<file path="src/rtl/ex_stage_pkg.sv">
// Shared opcode, result-class and divider-state definitions for the OpenMIPS execute stage.
// Optional feature macro used by div_unit: EX_DIV_EARLY_OUT_EN.
package ex_stage_pkg;

    localparam logic [7:0] EXE_NOP_OP  = 8'b0000_0000;
    localparam logic [7:0] EXE_AND_OP  = 8'b0010_0100;
    localparam logic [7:0] EXE_OR_OP   = 8'b0010_0101;
    localparam logic [7:0] EXE_XOR_OP  = 8'b0010_0110;
    localparam logic [7:0] EXE_NOR_OP  = 8'b0010_0111;
    localparam logic [7:0] EXE_SLL_OP  = 8'b0111_1100;
    localparam logic [7:0] EXE_SRL_OP  = 8'b0000_0010;
    localparam logic [7:0] EXE_SRA_OP  = 8'b0000_0011;
    localparam logic [7:0] EXE_DIV_OP  = 8'b0001_1010;
    localparam logic [7:0] EXE_DIVU_OP = 8'b0001_1011;

    localparam logic [2:0] EXE_RES_NOP   = 3'b000;
    localparam logic [2:0] EXE_RES_LOGIC = 3'b001;
    localparam logic [2:0] EXE_RES_SHIFT = 3'b010;

    localparam logic [31:0] ZeroWord = 32'h0000_0000;

    typedef enum logic [1:0] {
        DIV_FREE   = 2'b00,
        DIV_BYZERO = 2'b01,
        DIV_ON     = 2'b10,
        DIV_END    = 2'b11
    } div_state_e;

    function automatic logic is_div_op(input logic [7:0] op);
        return (op == EXE_DIV_OP) || (op == EXE_DIVU_OP);
    endfunction

endpackage

</file>
<file path="src/rtl/ex_stage_div.sv">
// Iterative radix-2 restoring divider (one quotient bit per cycle) with sign fix-up.
// EX_DIV_EARLY_OUT_EN: skip iteration when |dividend| < |divisor|.
module div_unit
    import ex_stage_pkg::*;
#(
    parameter int unsigned DATA_W    = 32,
    parameter int unsigned DIV_CNT_W = 6
) (
    input  logic              i_clk,
    input  logic              i_rst_n,
    input  logic              i_start,
    input  logic              i_signed,
    input  logic              i_annul,
    input  logic [DATA_W-1:0] i_op1,
    input  logic [DATA_W-1:0] i_op2,
    output div_state_e        o_state,
    output logic              o_ready,
    output logic [DATA_W-1:0] o_quot,
    output logic [DATA_W-1:0] o_rem
);

    div_state_e            r_state;
    logic [DIV_CNT_W-1:0]  r_cnt;
    logic [2*DATA_W:0]     r_dividend;
    logic [DATA_W-1:0]     r_divisor;
    logic                  r_neg_q;
    logic                  r_neg_r;

    logic [DATA_W-1:0]     w_abs1;
    logic [DATA_W-1:0]     w_abs2;
    logic [DATA_W+1:0]     w_sub;
    logic [DATA_W-1:0]     w_q;
    logic [DATA_W-1:0]     w_r;

    assign w_abs1 = (i_signed && i_op1[DATA_W-1]) ? -i_op1 : i_op1;
    assign w_abs2 = (i_signed && i_op2[DATA_W-1]) ? -i_op2 : i_op2;

    // Partial remainder sits in [2W:W]; quotient bits shift in at bit 0.
    assign w_sub = {1'b0, r_dividend[2*DATA_W:DATA_W]} - {2'b00, r_divisor};

    always_ff @(posedge i_clk or negedge i_rst_n) begin
        if (!i_rst_n) begin
            r_state    <= DIV_FREE;
            r_cnt      <= '0;
            r_dividend <= '0;
            r_divisor  <= '0;
            r_neg_q    <= 1'b0;
            r_neg_r    <= 1'b0;
        end else if (i_annul) begin
            r_state <= DIV_FREE;
        end else begin
            case (r_state)
                DIV_FREE: begin
                    if (i_start) begin
                        r_neg_q <= i_signed && (i_op1[DATA_W-1] ^ i_op2[DATA_W-1]);
                        r_neg_r <= i_signed && i_op1[DATA_W-1];
                        if (i_op2 == '0) begin
                            r_state <= DIV_BYZERO;
`ifdef EX_DIV_EARLY_OUT_EN
                        end else if (w_abs1 < w_abs2) begin
                            r_dividend <= {w_abs1, 1'b0, {DATA_W{1'b0}}};
                            r_state    <= DIV_END;
`endif
                        end else begin
                            r_dividend <= {{DATA_W{1'b0}}, w_abs1, 1'b0};
                            r_divisor  <= w_abs2;
                            r_cnt      <= '0;
                            r_state    <= DIV_ON;
                        end
                    end
                end
                DIV_BYZERO: begin
                    r_dividend <= '0;
                    r_state    <= DIV_END;
                end
                DIV_ON: begin
                    if (w_sub[DATA_W+1]) begin
                        r_dividend <= {r_dividend[2*DATA_W-1:0], 1'b0};
                    end else begin
                        r_dividend <= {w_sub[DATA_W-1:0], r_dividend[DATA_W-1:0], 1'b1};
                    end
                    r_cnt <= r_cnt + 1'b1;
                    if (r_cnt == DIV_CNT_W'(DATA_W - 1)) begin
                        r_state <= DIV_END;
                    end
                end
                default: begin
                    r_state <= DIV_FREE;
                end
            endcase
        end
    end

    assign w_q = r_dividend[DATA_W-1:0];
    assign w_r = r_dividend[2*DATA_W:DATA_W+1];

    always_comb begin
        o_state = r_state;
        o_ready = (r_state == DIV_END);
        o_quot  = r_neg_q ? -w_q : w_q;
        o_rem   = r_neg_r ? -w_r : w_r;
    end

endmodule

</file>
<file path="src/rtl/ex_stage.sv">
// OpenMIPS execute stage: single-cycle logic/shift ALU plus stalling DIV/DIVU via div_unit.
// Build with EX_DIV_EARLY_OUT_EN to enable the divider early-out path.
module ex_stage
    import ex_stage_pkg::*;
#(
    parameter int unsigned DATA_W    = 32,
    parameter int unsigned DIV_CNT_W = 6
) (
    input  logic              clk,
    input  logic              rst,
    input  logic [7:0]        aluop_i,
    input  logic [2:0]        alusel_i,
    input  logic [DATA_W-1:0] reg1_i,
    input  logic [DATA_W-1:0] reg2_i,
    input  logic [4:0]        wd_i,
    input  logic              wreg_i,
    input  logic              annul_i,
    output logic [4:0]        wd_o,
    output logic              wreg_o,
    output logic [DATA_W-1:0] wdata_o,
    output logic              whilo_o,
    output logic [DATA_W-1:0] hi_o,
    output logic [DATA_W-1:0] lo_o,
    output logic              stallreq_o
);

    logic              w_is_div;
    logic [4:0]        w_shamt;
    logic [DATA_W-1:0] w_logic;
    logic [DATA_W-1:0] w_shift;
    logic [DATA_W-1:0] w_alu;
    logic              w_stall;
    logic              w_whilo;
    div_state_e        w_div_state;
    logic              w_div_ready;
    logic [DATA_W-1:0] w_div_quot;
    logic [DATA_W-1:0] w_div_rem;

    assign w_is_div = is_div_op(aluop_i);
    assign w_shamt  = reg1_i[4:0];

    div_unit #(
        .DATA_W    (DATA_W),
        .DIV_CNT_W (DIV_CNT_W)
    ) u_div (
        .i_clk   (clk),
        .i_rst_n (rst),
        .i_start (w_is_div & ~annul_i),
        .i_signed(aluop_i == EXE_DIV_OP),
        .i_annul (annul_i),
        .i_op1   (reg1_i),
        .i_op2   (reg2_i),
        .o_state (w_div_state),
        .o_ready (w_div_ready),
        .o_quot  (w_div_quot),
        .o_rem   (w_div_rem)
    );

    always_comb begin
        w_logic = '0;
        case (aluop_i)
            EXE_OR_OP:  w_logic = reg1_i | reg2_i;
            EXE_AND_OP: w_logic = reg1_i & reg2_i;
            EXE_XOR_OP: w_logic = reg1_i ^ reg2_i;
            EXE_NOR_OP: w_logic = ~(reg1_i | reg2_i);
            default:    w_logic = '0;
        endcase
    end

    always_comb begin
        w_shift = '0;
        case (aluop_i)
            EXE_SLL_OP: w_shift = reg2_i << w_shamt;
            EXE_SRL_OP: w_shift = reg2_i >> w_shamt;
            EXE_SRA_OP: w_shift = $signed(reg2_i) >>> w_shamt;
            default:    w_shift = '0;
        endcase
    end

    always_comb begin
        w_alu = '0;
        case (alusel_i)
            EXE_RES_LOGIC: w_alu = w_logic;
            EXE_RES_SHIFT: w_alu = w_shift;
            default:       w_alu = '0;
        endcase
    end

    // END deliberately drops the stall so the pipeline advances on the result cycle.
    always_comb begin
        w_stall = 1'b0;
        case (w_div_state)
            DIV_FREE:   w_stall = w_is_div;
            DIV_ON:     w_stall = 1'b1;
            DIV_BYZERO: w_stall = 1'b1;
            default:    w_stall = 1'b0;
        endcase
    end

    assign w_whilo = rst & w_div_ready & ~annul_i;

    always_comb begin
        wd_o       = rst ? wd_i : 5'd0;
        wreg_o     = rst & wreg_i & ~w_is_div;
        wdata_o    = rst ? w_alu : '0;
        whilo_o    = w_whilo;
        hi_o       = w_whilo ? w_div_rem  : '0;
        lo_o       = w_whilo ? w_div_quot : '0;
        stallreq_o = rst & w_stall;
    end

endmodule

</file>
<file path="config.mk">
export PLATFORM = sky130hd
export DESIGN_NAME = ex_stage
export DESIGN_NICKNAME = d
export VERILOG_FILES = /design/src/rtl/ex_stage_pkg.sv /design/src/rtl/ex_stage_div.sv /design/src/rtl/ex_stage.sv
export SDC_FILE = /design/constraint.sdc
export NUM_CORES = 1
export LEC_CHECK = 0
export BUFFER_PORTS_ARGS = -buffer_cell sky130_fd_sc_hd__buf_4
export CORE_ASPECT_RATIO = 1.75
export CORE_UTILIZATION = 48
export DETAILED_ROUTE_END_ITERATION = 8
export GPL_ROUTABILITY_DRIVEN = 0
export HOLD_SLACK_MARGIN = 0.06
export PLACE_DENSITY = 0.68
export SLEW_MARGIN = 0
export SYNTH_ARGS = -nofsm -noshare
export SYNTH_HDL_FRONTEND = slang
export SYNTH_SLANG_ARGS = --single-unit
</file>
<file path="constraint.sdc">
create_clock -name clk -period 4.6 [get_ports clk]
set_clock_uncertainty 0.2 [all_clocks]
set_input_delay 0.23 -clock clk [delete_from_list [all_inputs] [get_ports clk]]
set_output_delay 0.23 -clock clk [all_outputs]
set_load 0.02 [all_outputs]
</file>
---- Word-level counts from Yosys, hierarchy flattened ----
Cells that the tools add are included.
storage, ports and cells
  bits in registers ....................... 107
  output and inout port bits .............. 104
  logic and storage cells ................. 86
operators by class
  mux-type cells .......................... 24
  reductions and logical operators ........ 14
  shift operators ......................... 3
  add/subtract/negate cells ............... 6
  eq/ne operators ......................... 19
  bitwise logic cells ..................... 14
operator list
  kind                                           number
  two-way mux 32 bit                             7
  two-way mux 65 bit                             3
  one-hot mux 65 bit (3 select lines)            1
  negation 32 bit                                4
  one-hot mux 32 bit (4 select lines)            1
  one-hot mux 32 bit (3 select lines)            1
  one-hot mux 32 bit (2 select lines)            1
  subtractor 33 x 32 -> 34 bit                   1
  bitwise AND 32 bit                             1
  == test 8 x 6 -> 1 bit, second input constant  4
  logical NOT 32 bit                             1
  inverter 32 bit                                1
  OR 32 bit                                      1
  << shifter 32 x 5 -> 32 bit                    1
  >> shifter 32 x 5 -> 32 bit                    1
  >>> shifter 32 x 5 -> 32 bit                   1
  bitwise XOR 32 bit                             1
  == test 8 x 2 -> 1 bit, second input constant  2
  == test 8 x 5 -> 1 bit, second input constant  2
  two-way mux 6 bit                              2
  one-hot mux 6 bit (2 select lines)             1
  AND reduction 4 bit                            3
  == test 8 x 7 -> 1 bit, second input constant  1
  two-way mux 2 bit                              4
  other kinds (23)                               34

---- Depth between registers and ports, before layout ----
Gate-level depths: netlist of run 1.
  word-level depth ........................ 6
  gate-level depth with buffers ........... 14
  mapped depth without buffers ............ 12

---- Hierarchy ----
A second synthesis of run 1 with hierarchy kept.
second synthesis, totals
  cell total of the unflattened synthesis .. 2,071
  area total of the unflattened synthesis .. 16,140.5 um2
by module, submodules not included
  module    area an instance (um2)  times used  cells an instance
  div_unit  8,827.2                 1           1,104
  ex_stage  7,313.3                 1           967

---- Least setup slack after synthesis of run 1 ----
Ideal clock, no wire load.
  path type ............................... flip-flop to output port
  start point ............................. register u_div.r_dividend[3]
  end point ............................... output lo_o[30]
  arrival time ............................ 3,036 ps
  stages on the path, launching flop included .. 9
  path slack .............................. 1,134 ps
  cells stage by stage .................... dfrtp_1 -> or3_4 -> or4_4 -> nand2b_4 -> or4_4 -> or3_4 -> o41ai_2 -> xor2_1 -> nor2_1
on the way
  word-level cells in the longest chain between the ends .. 3
ends and longest elaborated chain
  element                 RTL line             text
  from (decl)             ex_stage_div.sv:24   logic [2*DATA_W:0] r_dividend;
  from (signal assigned)  ex_stage_div.sv:65   r_dividend <= {{DATA_W{1'b0}}, w_abs1, 1'b0};
  from (signal assigned)  ex_stage_div.sv:78   r_dividend <= {r_dividend[2*DATA_W-1:0], 1'b0};
  from (signal assigned)  ex_stage_div.sv:80   r_dividend <= {w_sub[DATA_W-1:0], r_dividend[DATA_W-1:0], 1'b1};
  negation 32 bit         ex_stage_div.sv:100  o_quot = r_neg_q ? -w_q : w_q;
  two-way mux 32 bit      ex_stage_div.sv:100
  two-way mux 32 bit      ex_stage.sv:108      lo_o = w_whilo ? w_div_quot : '0;
  to (decl)               ex_stage.sv:23       output logic [DATA_W-1:0] lo_o,
No other way between the ends.

---- Worst setup path in the final report of run 1 ----
Same ends and word-level chain as after synthesis.

==> impl_metrics.yaml, run 1 <==
outcome:
  status: "completed"
clock_network:
  cts_max_path_buffers: 2
  cts_tree: "done"
  clkSinkCount: 107
  worstSkewPairLatency_ns: 0.36
  numCtsBuffers: 9
  cts.clk_slew.worst_paths_ns: 0.07
  cts_resized: 0
  cts-root-buf: "clkbuf_16"
  h-tree-depth: 3
synth:
  synth_top_area_share_pct: 17.5
  post_synth_and_or_nand_nor_area_fraction_pct: 18.8
  muxShareOfSynthArea_pct: 14.4
  syn_nets: 2215
  synth_fa_ha_area_share_pct: 8.71
  ys_types: 77
  yosys_warnings: 0
  ys_seq_elements: 107
  synth.avg_cell_area_sq_um: 7.56
  synthFlopType: "dfrtp_1"
  netlist_instances: 2025
  synth_compound_area_share_pct: 24.1
  synthTopCellsByArea: "dfrtp_1 (17%), ha_1 (8.6%), mux4_2 (6.9%), mux2i_1 (6.6%), xnor2_1 (6.2%)"
  yosysTopAreaCell: "dfrtp_1"
  synth_edf_count: 0
  synth.yosys.seq_area_share_pct: 17.5
  synth_top_family_by_area: "compound AO/OA/AOI/OAI gates"
  synth-async-reset-ratio_pct: 100
  netlist_area_sq_mm: 0.0153
  synth_xor_area_share_pct: 9.61
drt:
  first_pass_iters: 8
  viasPerCell: 6.50
  ant_nets: 0
  drc: 0
  drtIter0Drc: 1321
  wire_per_inst_um: 23.6
  num_vias: 16200
  drt_wl_total_mm: 58.9
layout:
  drive_above_1_share_pct: 15.1
  final_core_util_pct: 54.6
  final_cell_mix: "nor2_1 (243), buf_4 (214), nand2_1 (184)"
  fillers: 3037
  fin_nets: 2283
  final_common_cell: "nor2_1"
  final_cells: 2496
  area_delta_synth_final_pct: 12.0
power:
  intPower_uw: 3050
  power_frac_seq_pct: 25.5
  p_leak_uw: 0.00763
  power_density_mw_per_mm2: 350
  p_sw_uw: 2940
  swShare_pct: 49.0
  clock_power_share_pct: 12.5
  p_comb_share_pct: 62.0
  peakVddDrop_v: 0.000243
  p_total_uw: 6000
floorplan:
  io_pins: 188
  dieArea_sq_mm: 0.0327
  die_h_um: 238
  die_w_um: 137
  start_util_pct: 48.7
  core_sq_mm: 0.0314
  rows: 86
worst_hold_path:
  hold_depth: 3
  hold_class: "in2reg"
sta:
  rsz0062_at_grt: "no"
  final.min_clock_period_ns: 4.03
  setup_viol_count_final: 0
  maxSlewViolCount: 0
  tns_ns: 0
  setup_slack_ns: 0.571
  timing.fmax_mhz: 248
  period_share_pct: 87.6
  slew_headroom_pct: 27.6
  hold_viol: 0
  worstMarginPinSlew_ns: 1.09
placed_design:
  dp_slack_ns: 0.948
  dp.cells: 2475
  io_buffer_count: 187
  hpwlAfterDp_mm: 43.9
global_routing:
  grt_pass1_wl_mm: 88.8
  grt_usage_pct: 36.4
  grt.overflow.total: 0
  antenna_found_initial: 2
  grt_pass1_vias: 15400
  grt_max_degree: 73
critical_path:
  arrival_ns: 3.60
  crit_path_max_fanout: 6
  required_ns: 4.17
  criticalPathCategory: "reg2out"
  reg2reg_depth: 10
  worstSetupStartpointType: "register"
  cp-end-kind: "primary output"
flow_run:
  maxCapViolCount: 0
## cell usage after synthesis, drive strengths merged, types with 28 or more instances
library cell,number
o31ai,29
nor2,243
nand2,184
mux4,47
xor2,60
o21ai,172
dfrtp,107
or3,28
ha,105
xnor2,108
inv,117
a21oi,126
mux2i,101
buf,32
clkbuf,128
nand3,28
## sequential cells by signal, summed over array words and instances (netlist names)
register          flops
u_div.r_neg_q         1
u_div.r_divisor      32
u_div.r_dividend     65
u_div.o_state         2
u_div.r_neg_r         1
u_div.r_cnt           6
## worst max-delay path, stage by stage, from the launching register on
cell	delay, ns
dfrtp_1	0.45
or3_4	0.43
or4_4	0.55
nand2b_4	0.16
or4_4	0.44
or3_4	0.41
o41ai_2	0.37
xor2_1	0.19
nor2_1	0.05
buf_4	0.20
## metrics by stage
| step | hold slack (ns) | instance area (sq um) |
|---|---|---|
| 6_report | 0.103 | 17200 |
| 3_3_place_gp | -0.00929 | 16800 |
| 2_1_floorplan | -0.266 | 15300 |
| 5_1_grt | 0.110 | 17100 |
| 3_5_place_dp | -0.00688 | 16800 |
| 4_1_cts | 0.0867 | 17100 |
## metal layers
metal | vias to the layer above | track usage (%) | share of wire [%]
met5 | - | 0 | 0
met4 | 0 | 30.0 | 9.5
met3 | 268 | 6.80 | 8.4
met2 | 906 | 59.7 | 47
met1 | 7614 | 40.2 | 35
li1 | 7429 | - | -
## area by class of cell
class	count	area (sq um)	share of cell area, %
Antenna cell	2	5.00	0.0292
Clock buffer	12	256	1.50
Clock inverter	4	25.0	0.146
Inverter	120	450	2.63
Multi-Input combinational cell	1638	11600	67.7
Sequential cell	107	2680	15.6
Tap cell	396	495	2.89
Timing Repair Buffer	217	1640	9.54
## kinds of logic (layout without fill, tap and decap cells)
logic type,after synthesis,after routing
flip-flops,107,107
AO/OA/AOI/OAI,578,578
adder cells (fa/ha/maj),106,106
other,0,2
buffers and inverters,280,353
AND/OR/NAND/NOR,626,626
multiplexers,160,160
XOR/XNOR,168,168
## power groups by stage
| stage | Combinational [uW] | Clock, uW | Sequential, uW |
|---|---|---|---|
| after floorplan | 2740 | 0 | 1410 |
| after global placement | 3540 | 0 | 1520 |
| after detailed placement | 3610 | 0 | 1530 |
| after CTS | 3630 | 756 | 1520 |
| after global routing | 4060 | 788 | 1570 |
| final | 3720 | 749 | 1530 |
## path summary, 6_finish.rpt
path | from | to | slack (ns)
min | reg2_i[17] | u_div.r_divisor[17] | 0.10
max reg2reg | u_div.r_dividend[58] | u_div.r_dividend[33] | 1.04
max | u_div.r_dividend[3] | lo_o[30] | 0.57
min in group asynchronous | rst | u_div.r_dividend[18] | 0.15
min reg2reg | u_div.r_divisor[31] | u_div.r_divisor[31] | 0.27
max in group asynchronous | rst | u_div.r_dividend[0] | 2.49
## what timing repair did
action	in CTS	in global routing
buffers inserted	0	0
hold endpoints to repair	19	0
hold buffers	3	0
(Power assumes the default switching activity.)
==> inputs of run 2 (changes only) <==
--- a/config.mk
+++ b/config.mk
@@ -11,7 +11,7 @@
 export DETAILED_ROUTE_END_ITERATION = 8
 export GPL_ROUTABILITY_DRIVEN = 0
 export HOLD_SLACK_MARGIN = 0.06
-export PLACE_DENSITY = 0.68
+export PLACE_DENSITY = 0.71
 export SLEW_MARGIN = 0
 export SYNTH_ARGS = -nofsm -noshare
 export SYNTH_HDL_FRONTEND = slang
==> constraint.sdc (replaced) <==
create_clock -name clk -period 3.3 [get_ports clk]
set_clock_uncertainty 0.2 [all_clocks]
set_input_delay 0.165 -clock clk [delete_from_list [all_inputs] [get_ports clk]]
set_output_delay 0.165 -clock clk [all_outputs]
set_load 0.02 [all_outputs]
==> run 2 against run 1 <==
Net effect: the run now ends with setup timing left; via count up 4.8%; sequential share of layout area down 1.4 points; sequential power up 31%; clock power up 50%; first-iteration DRC count up 7.9%; register-to-register slack worse by 0.91 ns; power up 59%.
==> impl_metrics.yaml, run 2 (synthesis gave the netlist of run 1 again) <==
sta:
  worstMarginPinSlew_ns: 1.20
  rsz0062_at_grt: "yes"
  setup_viol_count_final: 12
  hold_viol: 0
  maxSlewViolCount: 0
  hold_slack_ns: 0.0786
  setup_slack_ns: -0.334
  slew_headroom_pct: 20.0
  timing.fmax_mhz: 275
  period_share_pct: 110
  final.min_clock_period_ns: 3.63
clock_network:
  worstSkewPairLatency_ns: 0.37
  cts_max_path_buffers: 2
  h-tree-depth: 3
  cts-root-buf: "clkbuf_16"
  numCtsBuffers: 9
  cts_tree: "done"
  clkSinkCount: 107
  cts.clk_slew.worst_paths_ns: 0.07
floorplan:
  dieArea_sq_mm: 0.0327
  die_w_um: 137
  rows: 86
  io_pins: 188
  start_util_pct: 48.7
  core_sq_mm: 0.0314
  die_h_um: 238
global_routing:
  grt_max_degree: 65
  grt_pass1_wl_mm: 94.0
  grt.overflow.total: 0
  grt_usage_pct: 38.5
  grt_pass1_vias: 16300
  antenna_found_initial: 2
drt:
  drtIter0Drc: 1426
  viasPerCell: 6.42
  drc: 0
  first_pass_iters: 6
  wire_per_inst_um: 23.2
  num_vias: 17000
  ant_nets: 0
  drt_wl_total_mm: 61.3
critical_path:
  required_ns: 2.93
  arrival_ns: 3.27
  cp-end-kind: "primary output"
  worstSetupStartpointType: "register"
  crit_path_max_fanout: 4
  criticalPathCategory: "reg2out"
  worst_r2r_startpoint: "u_div.r_dividend[32]"
  setup.worst_path.start: "u_div.r_dividend[6]"
flow_run:
  maxCapViolCount: 0
layout:
  drive_above_1_share_pct: 22.2
  final_common_cell: "buf_4"
  fin_nets: 2433
  top_regs: "u_div.r_dividend (65), u_div.r_divisor (32), u_div.r_cnt (6)"
  largest_reg_flops: 65
  area_delta_synth_final_pct: 22.7
  final_cell_mix: "buf_4 (335), nor2_1 (235), nand2_1 (182)"
  regMostFlops: "u_div.r_dividend"
outcome:
  status: "finished, violations left"
  violations: "setup timing"
power:
  p_leak_uw: 0.00850
  power_density_mw_per_mm2: 508
  p_total_uw: 9540
  peakVddDrop_v: 0.000579
worst_hold_path:
  hold_class: "in2reg"
  worstHoldStart: "reg2_i[16]"
placed_design:
  hpwlAfterDp_mm: 46.3
  io_buffer_count: 187
run 2: cell count changes in the layout (fill, tap and decap cells not counted), sizes merged:
cell | before | now
buf | 214 | 352
bufinv | 0 | 1
clkbuf | 12 | 13
clkinv | 5 | 4
clkinvlp | 2 | 1
dlygate4sd3 | 3 | 15
run 2: repair_timing:
item | 4_1_cts | 5_1_grt
setup endpoints to repair | 19 | 47
setup buffers | 8 | 11
resized for setup | 26 | 55
pin swaps | 17 | 26
hold buffers | 15 | 0
hold endpoints to repair | 72 | 0
run 2: path summary, 6_finish.rpt:
path / to / slack, ns / depth (start not counted)
worst max-delay path: lo_o[28] / -0.33 / 9
worst min-delay path: u_div.r_divisor[16] / 0.08 / 4
worst max register to register: u_div.r_dividend[51] / 0.13 / 13
worst min register to register: u_div.r_divisor[19] / 0.28 / 2
max in group asynchronous: u_div.r_divisor[27] / 1.40 / 4
min in group asynchronous: u_div.r_dividend[14] / 0.34 / 3
run 2: critical path, cell delays in order, from the launching register on:
cell	delay, ns
dfrtp_1	0.39
or3_4	0.39
or4_4	0.52
nand2b_4	0.15
or4_4	0.42
or3_4	0.39
o41ai_4	0.25
xor2_1	0.21
nor2_2	0.05
buf_6	0.14
run 2: power breakdown:
| group | internal (uW) | switching [uW] |
|---|---|---|
| logic | 2790 | 3620 |
| registers | 1620 | 391 |
| clock network | 632 | 488 |
| total | 5040 | 4500 |
run 2: per-stage QoR:
step | setup slack (ns) | instances | cell area [sq um] | util (%) | TNS [ns]
after floorplan | -0.0292 | 2025 | 15300 | - | -0.0292
after global placement | -0.0689 | 2595 | 17800 | 56.7 | -0.103
after detailed placement | -0.0949 | 2595 | 17800 | 56.7 | -0.183
after CTS | -0.322 | 2634 | 18500 | 58.9 | -2.04
after global routing | -0.412 | 2644 | 18800 | 59.8 | -3.04
final | -0.334 | 2646 | 18800 | 59.8 | -1.74
run 2: final cells by class:
class / count / area, sq um
fill: 2886 / 12600
multi-input combinational: 1638 / 11900
timing repair buffer: 367 / 2920
sequential: 107 / 2680
tap: 396 / 495
inverter: 120 / 450
clock buffer: 13 / 260
clock inverter: 3 / 46.3
antenna: 2 / 5.00
run 2: layer usage:
layer	wire [um]	up-vias	track usage [%]
met5	0	-	0
met4	6430	0	32.8
met3	5390	322	8.99
met2	28500	1053	62.0
met1	21000	7889	42.1
li1	-	7736	-
